--- config.mk ---
export PLATFORM = sky130hd
export DESIGN_NAME = execute_muldiv_flat
export DESIGN_NICKNAME = d
export VERILOG_FILES = /design/src/rtl/execute_muldiv_if.sv /design/src/rtl/execute_muldiv.sv /design/src/flat_wrapper.sv
export SDC_FILE = /design/constraint.sdc
export NUM_CORES = 1
export LEC_CHECK = 0
export BUFFER_PORTS_ARGS = -buffer_cell sky130_fd_sc_hd__buf_2
export CAP_MARGIN = 15
export CORE_UTILIZATION = 60
export CTS_CLUSTER_SIZE = 30
export DETAILED_ROUTE_END_ITERATION = 8
export GPL_TIMING_DRIVEN = 0
export HOLD_SLACK_MARGIN = 0.05
export PLACE_DENSITY = 0.79
export SYNTH_ARGS = -nofsm -noshare
export SYNTH_HDL_FRONTEND = slang
export SYNTH_SLANG_ARGS = --single-unit
--- constraint.sdc ---
create_clock -name clk -period 5.15 [get_ports clk]
set_clock_uncertainty 0.15 [all_clocks]
set_input_delay 0 -clock clk [delete_from_list [all_inputs] [get_ports clk]]
set_output_delay 0 -clock clk [all_outputs]
set_load 0.01 [all_outputs]
--- src/rtl/execute_muldiv_if.sv ---
// execute_muldiv_if
// Groups the Execute-stage signals that connect the RV32M multiply/divide
// unit to the surrounding pipeline.
//   master : pipeline side (drives StartE, FlushE, Funct3E, SrcAE, SrcBE)
//   slave  : multiply/divide unit (drives BusyE, DoneE, ResultE)
interface execute_muldiv_if;
   logic        StartE;
   logic        FlushE;
   logic [2:0]  Funct3E;
   logic [31:0] SrcAE;
   logic [31:0] SrcBE;
   logic        BusyE;
   logic        DoneE;
   logic [31:0] ResultE;

   modport master (
      output StartE, FlushE, Funct3E, SrcAE, SrcBE,
      input  BusyE, DoneE, ResultE
   );

   modport slave (
      input  StartE, FlushE, Funct3E, SrcAE, SrcBE,
      output BusyE, DoneE, ResultE
   );
endinterface

--- src/rtl/execute_muldiv.sv ---
// execute_muldiv
// Iterative RV32M multiply/divide unit for the Execute stage. It does one
// shift-add (multiply) or restoring shift-subtract (divide) step per cycle
// on operand magnitudes, then fixes the sign and selects the result.
// Ports:
//   clk   : pipeline clock, rising edge
//   reset : synchronous, active-high
//   bus   : execute_muldiv_if.slave
//           StartE/FlushE/Funct3E/SrcAE/SrcBE in, BusyE/DoneE/ResultE out
module execute_muldiv (
   input  logic            clk,
   input  logic            reset,
   execute_muldiv_if.slave bus
);

   typedef enum logic [1:0] {
      IDLE = 2'd0,
      CALC = 2'd1,
      FIX  = 2'd2,
      DONE = 2'd3
   } state_t;

   state_t      state_r;
   state_t      state_next_s;
   logic [4:0]  cnt_r;
   logic [2:0]  funct3_r;
   logic [31:0] mag_a_r;
   logic [31:0] mag_b_r;
   logic        neg_res_r;
   logic        neg_rem_r;
   logic [63:0] prod_r;
   logic [31:0] rem_r;
   logic [31:0] quo_r;
   logic [31:0] result_r;
   logic        done_r;

   logic        a_signed_s;
   logic        b_signed_s;
   logic        a_neg_s;
   logic        b_neg_s;
   logic [31:0] mag_a_s;
   logic [31:0] mag_b_s;
   logic        accept_s;
   logic        div_zero_s;
   logic        div_ovf_s;
   logic        special_s;
   logic [31:0] special_res_s;
   logic [32:0] mul_sum_s;
   logic [32:0] div_shift_s;
   logic [32:0] div_diff_s;
   logic [63:0] prod_fix_s;
   logic [31:0] quo_fix_s;
   logic [31:0] rem_fix_s;
   logic [31:0] fix_res_s;

   // Two's-complement negate when requested; used for abs() and sign fix.
   function automatic logic [31:0] cond_neg32(input logic [31:0] v, input logic neg);
      return neg ? (~v + 32'd1) : v;
   endfunction

   function automatic logic [63:0] cond_neg64(input logic [63:0] v, input logic neg);
      return neg ? (~v + 64'd1) : v;
   endfunction

   // Decode the incoming op: operand signedness, magnitudes, special cases.
   always_comb begin
      a_signed_s    = 1'b0;
      b_signed_s    = 1'b0;
      special_res_s = 32'd0;
      case (bus.Funct3E)
         // MUL's low half is sign-agnostic, so it shares the signed path
         3'b000, 3'b001, 3'b100, 3'b110: begin
            a_signed_s = 1'b1;
            b_signed_s = 1'b1;
         end
         3'b010: begin
            a_signed_s = 1'b1;
            b_signed_s = 1'b0;
         end
         default: begin
            a_signed_s = 1'b0;
            b_signed_s = 1'b0;
         end
      endcase
      a_neg_s    = a_signed_s & bus.SrcAE[31];
      b_neg_s    = b_signed_s & bus.SrcBE[31];
      mag_a_s    = cond_neg32(bus.SrcAE, a_neg_s);
      mag_b_s    = cond_neg32(bus.SrcBE, b_neg_s);
      accept_s   = (state_r == IDLE) & bus.StartE & ~bus.FlushE;
      div_zero_s = bus.Funct3E[2] & (bus.SrcBE == 32'd0);
      // Signed overflow only for DIV/REM (funct3 bit 0 clear)
      div_ovf_s  = bus.Funct3E[2] & ~bus.Funct3E[0] &
                   (bus.SrcAE == 32'h8000_0000) & (bus.SrcBE == 32'hFFFF_FFFF);
      special_s  = div_zero_s | div_ovf_s;
      // funct3 bit 1 distinguishes remainder ops from quotient ops
      if (div_zero_s) begin
         special_res_s = bus.Funct3E[1] ? bus.SrcAE : 32'hFFFF_FFFF;
      end else if (div_ovf_s) begin
         special_res_s = bus.Funct3E[1] ? 32'd0 : 32'h8000_0000;
      end else begin
         special_res_s = 32'd0;
      end
   end

   // One iteration of the shift-add and restoring-divide datapaths, plus the
   // sign-corrected result selection used in FIX.
   always_comb begin
      // Product register holds {accumulator, remaining multiplier bits}
      mul_sum_s   = {1'b0, prod_r[63:32]} + (prod_r[0] ? {1'b0, mag_a_r} : 33'd0);
      // 33-bit trial remainder: shift in next dividend bit, subtract divisor
      div_shift_s = {rem_r, quo_r[31]};
      div_diff_s  = div_shift_s - {1'b0, mag_b_r};
      prod_fix_s  = cond_neg64(prod_r, neg_res_r);
      quo_fix_s   = cond_neg32(quo_r, neg_res_r);
      rem_fix_s   = cond_neg32(rem_r, neg_rem_r);
      case (funct3_r)
         3'b000:                 fix_res_s = prod_fix_s[31:0];
         3'b001, 3'b010, 3'b011: fix_res_s = prod_fix_s[63:32];
         3'b100, 3'b101:         fix_res_s = quo_fix_s;
         default:                fix_res_s = rem_fix_s;
      endcase
   end

   // Next-state logic; a flush returns to IDLE from any state.
   always_comb begin
      state_next_s = state_r;
      if (bus.FlushE) begin
         state_next_s = IDLE;
      end else begin
         case (state_r)
            IDLE: begin
               if (bus.StartE) begin
                  state_next_s = special_s ? DONE : CALC;
               end else begin
                  state_next_s = IDLE;
               end
            end
            CALC: begin
               if (cnt_r == 5'd31) begin
                  state_next_s = FIX;
               end else begin
                  state_next_s = CALC;
               end
            end
            FIX:     state_next_s = DONE;
            DONE:    state_next_s = IDLE;
            default: state_next_s = IDLE;
         endcase
      end
   end

   // State register, iteration datapath and result register.
   always_ff @(posedge clk) begin
      if (reset) begin
         state_r   <= IDLE;
         cnt_r     <= 5'd0;
         funct3_r  <= 3'd0;
         mag_a_r   <= 32'd0;
         mag_b_r   <= 32'd0;
         neg_res_r <= 1'b0;
         neg_rem_r <= 1'b0;
         prod_r    <= 64'd0;
         rem_r     <= 32'd0;
         quo_r     <= 32'd0;
         result_r  <= 32'd0;
         done_r    <= 1'b0;
      end else begin
         state_r <= state_next_s;
         done_r  <= (state_next_s == DONE);
         case (state_r)
            IDLE: begin
               if (accept_s) begin
                  funct3_r  <= bus.Funct3E;
                  mag_a_r   <= mag_a_s;
                  mag_b_r   <= mag_b_s;
                  neg_res_r <= a_neg_s ^ b_neg_s;
                  neg_rem_r <= a_neg_s;
                  cnt_r     <= 5'd0;
                  prod_r    <= {32'd0, mag_b_s};
                  rem_r     <= 32'd0;
                  quo_r     <= mag_a_s;
                  if (special_s) begin
                     result_r <= special_res_s;
                  end
               end
            end
            CALC: begin
               cnt_r <= cnt_r + 5'd1;
               if (funct3_r[2]) begin
                  // Borrow clear: subtraction fits, quotient bit is 1
                  if (!div_diff_s[32]) begin
                     rem_r <= div_diff_s[31:0];
                     quo_r <= {quo_r[30:0], 1'b1};
                  end else begin
                     rem_r <= div_shift_s[31:0];
                     quo_r <= {quo_r[30:0], 1'b0};
                  end
               end else begin
                  prod_r <= {mul_sum_s, prod_r[31:1]};
               end
            end
            FIX: begin
               if (!bus.FlushE) begin
                  result_r <= fix_res_s;
               end
            end
            default: begin
               cnt_r <= cnt_r;
            end
         endcase
      end
   end

   // The IDLE term is combinational so the instruction stalls in its first cycle.
   assign bus.BusyE   = ~reset & (accept_s | (state_r == CALC) | (state_r == FIX));
   assign bus.DoneE   = done_r;
   assign bus.ResultE = result_r;

endmodule

--- src/flat_wrapper.sv ---
// flat-port wrapper written by rule: the top's interface ports become plain ports
module execute_muldiv_flat 
  (clk, reset, bus_StartE, bus_FlushE, bus_Funct3E, bus_SrcAE, bus_SrcBE, bus_BusyE, bus_DoneE, bus_ResultE);
  execute_muldiv_if bus_i ();
  input  logic clk;
  input  logic reset;
  input wire logic [$bits(bus_i.StartE)-1:0] bus_StartE;
  input wire logic [$bits(bus_i.FlushE)-1:0] bus_FlushE;
  input wire logic [$bits(bus_i.Funct3E)-1:0] bus_Funct3E;
  input wire logic [$bits(bus_i.SrcAE)-1:0] bus_SrcAE;
  input wire logic [$bits(bus_i.SrcBE)-1:0] bus_SrcBE;
  output wire logic [$bits(bus_i.BusyE)-1:0] bus_BusyE;
  output wire logic [$bits(bus_i.DoneE)-1:0] bus_DoneE;
  output wire logic [$bits(bus_i.ResultE)-1:0] bus_ResultE;
  assign bus_i.StartE = bus_StartE;
  assign bus_i.FlushE = bus_FlushE;
  assign bus_i.Funct3E = bus_Funct3E;
  assign bus_i.SrcAE = bus_SrcAE;
  assign bus_i.SrcBE = bus_SrcBE;
  assign bus_BusyE = bus_i.BusyE;
  assign bus_DoneE = bus_i.DoneE;
  assign bus_ResultE = bus_i.ResultE;
  execute_muldiv u_core (.clk(clk), .reset(reset), .bus(bus_i));
endmodule
* Word-level counts from Yosys, hierarchy flattened
Cells that the tools add are included.
** Word-level totals
- Bits in registers :: 237
- Bits of input ports :: 71
- Word-level logic and storage cells :: 112
** Cells by class
- Add/sub/neg operators :: 8
- Equal/unequal tests :: 21
- Mux-type cells :: 35
- Bitwise gates (word level) :: 21
- Reductions and logical operators :: 15
** Operators with widths (count)
- 32-bit two-way mux :: 17
- 64-bit two-way mux :: 3
- 32-bit case mux with 2 select lines :: 3
- 32-bit by 1-bit adder with 32-bit output, second input constant :: 4
- 32-bit NOT :: 4
- 64-bit case mux with 2 select lines :: 1
- 32-bit case mux with 3 select lines :: 1
- 64-bit by 1-bit adder with 64-bit output, second input constant :: 1
- 32-bit == test, second input constant :: 2
- 64-bit NOT :: 1
- 32-bit by 33-bit adder with 33-bit output :: 1
- 33-bit by 32-bit subtractor with 33-bit output :: 1
- 32-bit zero test :: 1
- 3-bit == test, second input constant :: 4
- 5-bit case mux with 2 select lines :: 1
- 1-bit AND :: 9
- 3-bit by 2-bit == test with 1-bit output, second input constant :: 3
- 2-bit two-way mux :: 4
- 2-bit case mux with 4 select lines :: 1
- 2-bit == test, second input constant :: 3
- 3-bit by 1-bit == test with 1-bit output, second input constant :: 2
- 3-bit zero test :: 2
- 2-bit by 1-bit != test with 1-bit output, second input constant :: 3
- 3-bit AND reduction :: 2
- other kinds (17) :: 26

* Depth between registers and ports, before layout
- Depth after elaboration :: 10
- Gate-level depth with buffers :: 16
- Mapped depth without buffers :: 14

* Least setup slack after synthesis
OpenSTA, ideal clock, no wires.
- Kind :: flip-flop to flip-flop
- Start :: reg u_core.quo_r[31]
- End :: reg u_core.rem_r[11]
- Library setup time :: 0.128 ns
- Arrival :: 3.286 ns
- Path slack :: 1.586 ns
- Stages on the path, launching flop included :: 15
- Path through :: dfxtp_1 inv_1 ha_1 fa_1 nor2b_1 o31a_1 o21ba_2 a221oi_1 o31ai_1 a41oi_1 a31o_2 xnor2_2 buf_2 mux2i_1 o21ai_0
** Between the ends
- Longest elaborated chain between the ends :: 4
** RTL lines
- start, declared :: line execute_muldiv.sv:33 : logic [31:0] quo_r;
- start signal, assigned :: line execute_muldiv.sv:181 : quo_r <= mag_a_s;
- start signal, assigned :: line execute_muldiv.sv:193 : quo_r <= {quo_r[30:0], 1'b1};
- start signal, assigned :: line execute_muldiv.sv:196 : quo_r <= {quo_r[30:0], 1'b0};
- 33-bit by 32-bit subtractor with 33-bit output :: line execute_muldiv.sv:112 : div_diff_s = div_shift_s - {1'b0, mag_b_r};
- 32-bit two-way mux :: line execute_muldiv.sv:191 : if (!div_diff_s[32]) begin
- 32-bit two-way mux :: line execute_muldiv.sv:189 : if (funct3_r[2]) begin
- 32-bit case mux with 2 select lines :: line execute_muldiv.sv:170 : case (state_r)
- end signal, assigned :: line execute_muldiv.sv:192 : rem_r <= div_diff_s[31:0];
- end signal, assigned :: line execute_muldiv.sv:195 : rem_r <= div_shift_s[31:0];
- end, declared :: line execute_muldiv.sv:32 : logic [31:0] rem_r;
Every way passes these cells. The select of a mux whose other input is x is not followed.
A chain may end at the register's enable or synchronous reset.

* Worst setup path in the final report
- Start :: reg u_core.quo_r[31]
- End :: reg u_core.quo_r[0]
** Between the ends
- Longest elaborated chain between the ends :: 4
** RTL lines (line)
- 33-bit by 32-bit subtractor with 33-bit output :: execute_muldiv.sv:112
- 1-bit two-way mux :: execute_muldiv.sv:191
- 32-bit two-way mux :: execute_muldiv.sv:189
- 32-bit case mux with 2 select lines :: execute_muldiv.sv:170
Every way passes these cells. The select of a mux whose other input is x is not followed.

==> results.py <==
metrics = {
    "flow_run": {
        "maxCapViolCount": 0,
    },
    "yosys": {
        "synth_warnings": 0,
        "syn-num-nets": 2469,
        "synthesized_area_per_cell_sq_um": 7.518,
        "synth-async-reset-ratio": 0,
        "synth-main-ff-cell": "sky130_fd_sc_hd__dfxtp_1",
        "netlist.top_cell.by_area": "sky130_fd_sc_hd__dfxtp_1",
        "seq_area_frac_synth": 0.2716,
        "synth_enable_flop_cells": 0,
        "netlist-cell-type-count": 78,
        "netlist_top_cells_area": "sky130_fd_sc_hd__dfxtp_1 27%, sky130_fd_sc_hd__nor2_1 7.0%, sky130_fd_sc_hd__xnor2_1 6.3%",
        "postSynthCellCount": 2324,
        "synth-seq-cells": 237,
        "share_of_the_synthesized_area_in_the_top_cell_type": 0.2716,
        "synth_area_sq_um": 17470,
    },
    "floorplan": {
        "design.die.area_sq_um": 29810,
        "rows": 62,
        "pin_count": 105,
        "start_util": 0.6087,
        "core_area_sq_um": 28700,
        "floorplan.die.width_um": 172.6,
        "die_h_um": 172.6,
    },
    "pwr": {
        "power.total_w": 0.005172,
        "leakagePower_nw": 8.005,
        "power.ir.vdd_worst_mv": 0.2530,
        "power.density_cell_area_nw_per_um2": 253.7,
    },
    "drt": {
        "viasPerCell": 6.798,
        "drtIter0Drc": 3066,
        "ant_nets": 0,
        "drt-wirelength-per-cell_um": 24.66,
        "vias": 20150,
        "drc_errors": 0,
        "wirelength_um": 73090,
        "detailedRoute.firstPassIterationCount": 8,
    },
    "critical_path": {
        "cp-end-kind": "flip-flop",
        "critPathLaunch": "u_core.quo_r[31]$_SDFFE_PP0P_",
        "cp_data_required_time_ns": 5.47,
        "cp-start-kind": "flip-flop",
        "worstReg2RegStart": "u_core.quo_r[31]$_SDFFE_PP0P_",
        "crit_arrival_ns": 5.24,
        "worst-path-max-fanout": 10,
        "critical_path_class": "reg -> reg",
    },
    "global_routing": {
        "vias_in_the_first_global_route": 18790,
        "grt_antenna_before_repair": 0,
        "first_pass_grt_wire_length_um": 109500,
        "grt_overflow_total": 0,
        "gr-usage-all-layers": 0.4733,
        "grt_max_degree": 13,
    },
    "placement": {
        "place_congestion": 1.075,
        "dp.final_hpwl_um": 55460,
        "placement.setup.worst_slack_ns": 0.2030,
        "io_buffers": 104,
        "placed_cell_area_sq_um": 18490,
    },
    "min_path": {
        "worst_hold_startpoint": "bus_FlushE",
        "min-delay-path-class": "in -> reg",
    },
    "layout": {
        "layout_commonest_cell": "sky130_fd_sc_hd__nor2_1",
        "postLayoutCellArea_sq_um": 20390,
        "fraction_of_layout_instances_using_a_drive_strength_above_1": 0.07171,
        "antenna_cells_inserted": 0,
        "final_core_utilization": 0.7103,
        "finish.net_count": 2708,
        "mostFrequentLayoutCells": "326 x sky130_fd_sc_hd__nor2_1, 237 x sky130_fd_sc_hd__dfxtp_1, 203 x sky130_fd_sc_hd__a21oi_1",
        "syn_to_final_growth_pct": 16.69,
    },
    "sta": {
        "final.period_utilization": 0.9558,
        "finalCriticalPeriod_ns": 4.922,
        "report.final.setup_viol": 0,
        "max_slew.worst_pin.slew_ns": 1.304,
        "max-slew-margin-rel": 0.1181,
        "final.setup.worst_slack_ns": 0.2279,
        "achievable-frequency_ghz": 0.2032,
        "drv_slew": 0,
        "totalNegativeSetupSlack_ns": 0,
        "timing.final.hold_violations": 0,
        "setup_repair_after_global_routing_missed_its_margin": "false",
    },
    "clocking": {
        "root_buffer": "sky130_fd_sc_hd__clkbuf_16",
        "tritoncts": "yes",
        "cts_max_path_buffers": 3,
        "clk_latency_ns": 0.57,
        "numCtsBuffers": 27,
        "cts.htree.levels": 1,
        "post_cts_buffers": 0,
        "cts.reportedPaths.clkPinSlew_ns": 0.07,
        "tritoncts_num_sinks": 237,
    },
    "outcome": {
        "run_status": "complete, no violations",
    },
}
## where the power goes
group / total [W] / leakage, nW / internal, W / switching, W
sequential: 0.00200 / 1.93 / 0.00191 / 0.0000878
clock: 0.00193 / 0.410 / 0.00110 / 0.000822
combinational: 0.00125 / 5.67 / 0.000454 / 0.000795
total: 0.00517 / 8.01 / 0.00347 / 0.00170
## per-stage QoR
step / hold WS, ns / cells
2_1_floorplan: -0.07069 / 2324
3_3_place_gp: 0.1106 / 2812
4_1_cts: 0.1361 / 2964
3_5_place_dp: 0.1120 / 2813
6_report: 0.1456 / 2964
5_1_grt: 0.1449 / 2964
## final timing paths
check / cells past startpoint / endpoint / slack, ns
setup / recovery: 14 / u_core.quo_r[0]$_SDFFE_PP0P_ / 0.23
hold / removal: 3 / u_core.state_r[1]$_SDFF_PP0_ / 0.15
setup reg to reg: 14 / u_core.quo_r[0]$_SDFFE_PP0P_ / 0.23
hold reg to reg: 2 / u_core.bus.ResultE[17]$_SDFFE_PP0P_ / 0.30
## flip-flops by register name, indices dropped and copies added (netlist names), 2 cells and up
| register | flops |
|---|---|
| u_core.mag_b_r | 32 |
| u_core.bus.ResultE | 32 |
| u_core.mag_a_r | 32 |
| u_core.rem_r | 32 |
| u_core.prod_r | 64 |
| u_core.state_r | 2 |
| u_core.funct3_r | 3 |
| u_core.cnt_r | 5 |
| u_core.quo_r | 32 |
## layout make-up
type                            instances  area, sq um
Multi-Input combinational cell       1869        11910
Buffer                                146        561.8
Inverter                               72        270.3
Clock buffer                           40        754.5
Fill cell                            2349         8315
Timing Repair Buffer                  210         1579
Tap cell                              384        480.5
Clock inverter                          6        83.83
Sequential cell                       237         4745
## logic make-up (layout without fill, tap and decap cells)
| family | Yosys count | after routing | synth area share |
|---|---|---|---|
| multiplexers | 35 | 35 | 0.02005 |
| XOR/XNOR | 232 | 232 | 0.1167 |
| adder cells (fa/ha/maj) | 74 | 74 | 0.05385 |
| buffers and inverters | 218 | 474 | 0.04755 |
| AO/OA/AOI/OAI | 757 | 757 | 0.2811 |
| flip-flops | 237 | 237 | 0.2716 |
| AND/OR/NAND/NOR | 771 | 771 | 0.2092 |
## cell usage after synthesis (8+ instances only)
master,instances
sky130_fd_sc_hd__or2_2,13
sky130_fd_sc_hd__nand3_1,33
sky130_fd_sc_hd__and3_1,9
sky130_fd_sc_hd__clkbuf_1,137
sky130_fd_sc_hd__a211oi_1,140
sky130_fd_sc_hd__nor3_1,48
sky130_fd_sc_hd__ha_1,72
sky130_fd_sc_hd__or4_1,18
sky130_fd_sc_hd__o21bai_1,8
sky130_fd_sc_hd__nor2_1,326
sky130_fd_sc_hd__a22o_1,21
sky130_fd_sc_hd__a22oi_1,14
sky130_fd_sc_hd__nand4_1,18
sky130_fd_sc_hd__o41ai_1,21
sky130_fd_sc_hd__o31a_1,10
sky130_fd_sc_hd__a311oi_1,10
sky130_fd_sc_hd__and2_1,38
sky130_fd_sc_hd__o31ai_1,49
sky130_fd_sc_hd__o22ai_1,15
sky130_fd_sc_hd__nor4_1,23
sky130_fd_sc_hd__xnor2_1,125
sky130_fd_sc_hd__mux2i_1,35
sky130_fd_sc_hd__a21oi_1,203
sky130_fd_sc_hd__a221oi_1,9
sky130_fd_sc_hd__a31oi_1,11
sky130_fd_sc_hd__a21o_1,27
sky130_fd_sc_hd__o21ai_0,155
sky130_fd_sc_hd__o21a_1,14
sky130_fd_sc_hd__xor2_1,106
sky130_fd_sc_hd__dfxtp_1,237
sky130_fd_sc_hd__nor2b_1,16
sky130_fd_sc_hd__or3_1,24
sky130_fd_sc_hd__nand2_1,162
sky130_fd_sc_hd__nand2b_1,12
sky130_fd_sc_hd__inv_1,71
## per-layer routing
layer	GRT usage	part of all wire
met1	0.6271	0.39
met4	0.2303	0.062
met2	0.7208	0.42
met5	0	0.00031
met3	0.1135	0.13
## what timing repair did
action                                  in CTS  in global routing
hold buffers                               105                  0
gates resized for setup                      0                  3
endpoints found under the setup margin       0                 19
endpoints found under the hold margin      172                  0
## critical path, stage by stage (launching register included)
cell and delay [ns]:
sky130_fd_sc_hd__dfxtp_1 0.50, sky130_fd_sc_hd__inv_1 0.11, sky130_fd_sc_hd__ha_1 0.26, sky130_fd_sc_hd__fa_1 0.41, sky130_fd_sc_hd__nor2b_1 0.18, sky130_fd_sc_hd__o31a_1 0.21
sky130_fd_sc_hd__o21ba_2 0.23, sky130_fd_sc_hd__a221oi_1 0.16, sky130_fd_sc_hd__o31ai_1 0.57, sky130_fd_sc_hd__a41oi_1 0.34, sky130_fd_sc_hd__a31o_2 0.35, sky130_fd_sc_hd__xnor2_4 0.39
sky130_fd_sc_hd__buf_2 0.47, sky130_fd_sc_hd__nand2_1 0.20, sky130_fd_sc_hd__a221oi_1 0.29
(Power assumes the default switching activity.)
